`config.mk`:
```
export PLATFORM = sky130hd
export DESIGN_NAME = mem_arbiter
export DESIGN_NICKNAME = d
export VERILOG_FILES = /design/src/rtl/mem_arbiter.sv
export SDC_FILE = /design/constraint.sdc
export NUM_CORES = 1
export LEC_CHECK = 0
export BUFFER_PORTS_ARGS = -buffer_cell sky130_fd_sc_hd__buf_2
export CORE_AREA = 5 5 304 306
export CTS_CLUSTER_DIAMETER = 40
export DETAILED_ROUTE_END_ITERATION = 8
export DIE_AREA = 0 0 309 311
export SLEW_MARGIN = 20
export SYNTH_ARGS = -nofsm -noshare
export SYNTH_HDL_FRONTEND = slang
export SYNTH_SLANG_ARGS = --single-unit
```
`constraint.sdc`:
```
create_clock -name clk -period 2.5 [get_ports clk]
set_input_delay 0.375 -clock clk [delete_from_list [all_inputs] [get_ports clk]]
set_output_delay 0.375 -clock clk [all_outputs]
set_load 0.02 [all_outputs]
```
`src/rtl/mem_arbiter.sv`:
```
// mem_arbiter: shares the single main-memory port between the I-cache refill
// path and the D-cache refill/write-back path. Transfers are serialised with
// a level handshake, ties are broken round-robin, and each port keeps a
// saturating grant counter for performance reporting.
module mem_arbiter #(
  parameter int ADDR_W = 32,
  parameter int LINE_W = 128,
  parameter int CNT_W  = 16
) (
  input  logic              clk,
  input  logic              rst,

  input  logic              i_req,
  input  logic [ADDR_W-1:0] i_addr,
  output logic              i_done,
  output logic [LINE_W-1:0] i_rdata,

  input  logic              d_req,
  input  logic              d_we,
  input  logic [ADDR_W-1:0] d_addr,
  input  logic [LINE_W-1:0] d_wdata,
  output logic              d_done,
  output logic [LINE_W-1:0] d_rdata,

  output logic              mem_req,
  output logic              mem_we,
  output logic [ADDR_W-1:0] mem_addr,
  output logic [LINE_W-1:0] mem_wdata,
  input  logic [LINE_W-1:0] mem_rdata,
  input  logic              mem_ack,

  output logic [CNT_W-1:0]  i_grants,
  output logic [CNT_W-1:0]  d_grants
);

  typedef enum logic [1:0] {IDLE, BUSY, RESP} state_t;
  typedef enum logic {PORT_I = 1'b0, PORT_D = 1'b1} port_t;

  state_t state;
  port_t  owner;
  port_t  last;

  logic grant_i;
  logic grant_d;

  // Arbitration: a lone request wins; on a tie the port not served last wins.
  // NOTE: every signal assigned in always_comb gets a default first, so no
  // path leaves it unassigned and no latch is inferred.
  always_comb begin
    grant_i = 1'b0;
    grant_d = 1'b0;
    if (d_req && (!i_req || last == PORT_I)) begin
      grant_d = 1'b1;
    end else if (i_req) begin
      grant_i = 1'b1;
    end
  end

  // Transfer FSM with all outputs registered.
  // NOTE: sequential state uses non-blocking assignments only, so every
  // register samples pre-edge values regardless of statement order.
  always_ff @(posedge clk or negedge rst) begin
    if (!rst) begin
      // NOTE: the data registers are plain flops rather than a memory, so
      // clearing them here is cheap and gives a known reset image.
      state     <= IDLE;
      owner     <= PORT_I;
      last      <= PORT_D;
      mem_req   <= 1'b0;
      mem_we    <= 1'b0;
      mem_addr  <= '0;
      mem_wdata <= '0;
      i_done    <= 1'b0;
      d_done    <= 1'b0;
      i_rdata   <= '0;
      d_rdata   <= '0;
      i_grants  <= '0;
      d_grants  <= '0;
    end else begin
      case (state)
        IDLE: begin
          if (grant_i) begin
            owner     <= PORT_I;
            last      <= PORT_I;
            mem_req   <= 1'b1;
            mem_we    <= 1'b0;
            mem_addr  <= i_addr;
            mem_wdata <= '0;
            if (i_grants != '1) i_grants <= i_grants + CNT_W'(1);
            state     <= BUSY;
          end else if (grant_d) begin
            owner     <= PORT_D;
            last      <= PORT_D;
            mem_req   <= 1'b1;
            mem_we    <= d_we;
            mem_addr  <= d_addr;
            mem_wdata <= d_wdata;
            if (d_grants != '1) d_grants <= d_grants + CNT_W'(1);
            state     <= BUSY;
          end
        end
        BUSY: begin
          // Owner's request may drop here; the transfer still runs to done.
          if (mem_ack) begin
            if (owner == PORT_I) begin
              i_rdata <= mem_rdata;
              i_done  <= 1'b1;
            end else begin
              if (!mem_we) d_rdata <= mem_rdata;
              d_done <= 1'b1;
            end
            mem_req <= 1'b0;
            mem_we  <= 1'b0;
            state   <= RESP;
          end
        end
        RESP: begin
          i_done <= 1'b0;
          d_done <= 1'b0;
          state  <= IDLE;
        end
        default: state <= IDLE;
      endcase
    end
  end

endmodule
```
==> results by group <==
Min path
  – Hold_sp: mem_rdata[43]
  – Hold Path Class: in -> reg

Yosys
  – Count of state elements after synthesis: 456
  – Cell Area, Synth: 0.0174 mm²
  – Distinct cells, synth: 49
  – Post-Synthesis Net Count: 1475
  – Sequential share of the synthesized area: 65.7%
  – Dominant synthesized flop cell: dfrtp_1
  – Synth Instances: 1147
  – Simple logic cell fraction of the synthesized area: 3.82%
  – Synth Area in Compound Gates: 8.15%
  – Mean Syn Cell Area: 15.1 µm²
  – Synth Area in Adders: 0.144%
  – Synth Warn #: 0
  – Asr flop ratio synth: 100%
  – EDFF count, synth: 0
  – Mux cell area share after synthesis: 18.8%
  – XOR/XNOR share of the synthesized area: 1.26%
  – Largest family of logic cells by synthesized area: multiplexers

Timing
  – Final Hold Fails: 0
  – Min Tclk post-route: 2.20 ns
  – Period utilization: 88.1%
  – Slew Limit Fails: 0
  – Worst-Margin Slew: 0.623 ns
  – Setup TNS Final: 0 ns
  – Worst Skew: 0.0280 ns
  – FMAX: 454 MHz
  – RSZ-0062 raised after global routing: no
  – Max-Slew Margin vs Limit: 58.5%
  – Final setup violation count: 0

Place
  – PortBufs: 777
  – DP HPWL: 47.3 mm
  – GP Congestion: 0.811

Run status
  – Status: finished, final reports clean

Detailed routing
  – Detailed-router iteration count before antenna repair: 4
  – DR WL/cell: 17.8 µm
  – Via density: 4.00
  – Iteration-0 DRC count of the detailed router: 690
  – DR DRC count: 0
  – Vias post-DR: 14.0k
  – Total Wirelength: 62.1 mm
  – ANT nets after route: 0

Worst setup path
  – Worst R2R Start: last
  – CP Data Required Time: 2.97 ns
  – WP data arrival: 2.67 ns
  – Worst Setup Path Type: reg -> reg
  – Startpoint types: flop
  – Critical Path Start: last
  – Crit end category: flop
  – Worst-path fanout max: 24

GRT
  – First-pass GRT wire length: 93.1 mm
  – Antenna violations before repair: 6
  – Remaining Overflow, GRT: 0
  – Vias in the first global route: 15.2k
  – Grt met2 use: 22.8%
  – GRT busiest layer: met2
  – GR Layer Usage met1: 12.9%
  – GR Util met3: 3.40%
  – All-Layer GR Usage: 12.4%
  – Largest net degree at the start of global routing: 100

Clock network
  – CTS root buf: clkbuf_16
  – Worst-Skew Late Latency: 0.61 ns
  – Post-CTS Setup Bufs: 0
  – Clk sinks: 456
  – CTS clk-pin slew, worst paths: 0.05 ns
  – Inserted Clock Buffers: 75
  – H-tree Lvls: 3
  – Clock Path Buffers: 3
  – CTS tree: yes

Final layout
  – Fillers: 8900
  – Fraction of layout cells with a size suffix above 1: 45.8%
  – Area delta synth->final: 62.3%
  – Final core occ: 31.5%
  – Nets: 2578
  – Antenna diode count: 0

Floorplan
  – Row cnt: 110
  – Initial core utilization: 19.4%
  – Ports: 778
  – Core ar.: 0.0893 mm²
  – Die area: 0.0961 mm²
  – Die height: 311 µm
  – Die X: 309 µm

Power and ir drop
  – Overall power: 38100 µW
  – Cell Pwr Density: 1350 mW/mm²
  – Leakage: 0.0139 µW
  – VDD IR max: 0.683 mV

Job
  – Max cap viols: 0
[stage by stage]
step	area [µm²]	instances	setup slack [ns]	hold slack [ns]
after floorplan	17400	1147	0.746	0.0794
after global placement	23000	3091	0.507	0.398
after detailed placement	23000	3091	0.495	0.398
after CTS	28200	3486	0.141	0.00184
after global routing	28200	3486	0.197	0.0107
final	28200	3486	0.298	0.0547
[worst max-delay path, stage by stage (launching register included)]
cell and delay, ns:
dfstp_2 0.54, nand2b_1 0.23, nand2_4 0.24, buf_12 0.25, mux2i_1 0.15, dlygate4sd3_1 0.55
o21ai_0 0.06
[cells in the final DEF (no fill, tap or decap), types with 13 or more instances in the layout]
cell and instances:
buf_2 776, dfrtp_1 455, dlygate4sd3_1 258, mux2_1 188, a22o_1 128, clkbuf_16 77, mux2_2 72, nand2_1 45
buf_4 45, o21ai_0 36, mux2i_1 32, xor2_1 17, buf_12 13
[state kept, by name, summed over array words and instances, names as in the netlist, 2 cells and up]
register   count
d_rdata      128
i_rdata      128
mem_wdata    128
mem_addr      32
d_grants      16
i_grants      16
state          2
[kinds of logic (layout without fill, tap and decap cells)]
| family | Yosys count | after routing |
|---|---|---|
| AO/OA/AOI/OAI | 177 | 177 |
| XOR/XNOR | 25 | 25 |
| adder cells (fa/ha/maj) | 2 | 2 |
| buffers and inverters | 75 | 1238 |
| flip-flops | 456 | 456 |
| multiplexers | 293 | 293 |
| AND/OR/NAND/NOR | 119 | 119 |
[routing by layer]
metal / up-vias / part of all wire (%)
met5: - / 0
met4: 0 / 4.7
met3: 127 / 7.5
met2: 602 / 52
met1: 6800 / 36
li1: 6426 / -
[report_power, final]
group / leakage, µW / internal (µW) / switching (µW)
sequential: 0.00564 / 10900 / 2030
combinational: 0.00697 / 5730 / 9120
clock: 0.00124 / 6560 / 3790
total: 0.0139 / 23200 / 14900
[final cells by class]
class	instances	area [µm²]	area share, %
timing repair buffer	1093	7080	25.1
tap	1176	1470	5.22
clock buffer	90	2050	7.26
inverter	8	30.0	0.107
clock inverter	47	514	1.83
sequential	456	11400	40.5
multi-input combinational	616	5620	19.9
[cell usage after synthesis, types with 2 or more instances]
cell type  instances  area share, %
dfrtp_1          455             66
mux2_1           188             12
a22o_1           128            6.5
mux2_2            72            4.7
buf_2             54            1.6
nand2_1           46           0.99
o21ai_0           36            1.0
mux2i_1           32            1.8
xor2_1            17           0.86
nand3_1           12           0.35
nand4_1           11           0.40
clkbuf_1          10           0.22
nor2_1             9           0.19
nor3_1             9           0.26
xnor2_1            8           0.40
inv_1              7           0.15
and3_1             4           0.14
a21oi_1            3          0.086
and4_1             3           0.15
buf_4              3           0.13
nor2_2             3           0.11
nor4_1             3           0.11
a31oi_1            2          0.072
and2_1             2          0.072
ha_1               2           0.14
nand2b_1           2          0.072
nor3b_1            2          0.086
nor4_4             2           0.25
or4_1              2          0.086
[worst paths after layout]
path                                  to  slack (ns)  cells after the start
setup / recovery            mem_addr[16]        0.30                      6
hold / removal               i_rdata[43]        0.05                      2
setup reg to reg            mem_addr[16]        0.30                      6
hold reg to reg             mem_addr[27]        0.47                      2
max in group asynchronous  mem_wdata[23]        1.29                      3
min in group asynchronous   d_rdata[109]        0.34                      2
[repair_timing]
| item | CTS | global route |
|---|---|---|
| hold buffers | 258 | 0 |
| endpoints found under the setup margin | 0 | 1 |
| resized for setup | 0 | 1 |
| endpoints found under the hold margin | 421 | 0 |
(Power assumes the default switching activity.)
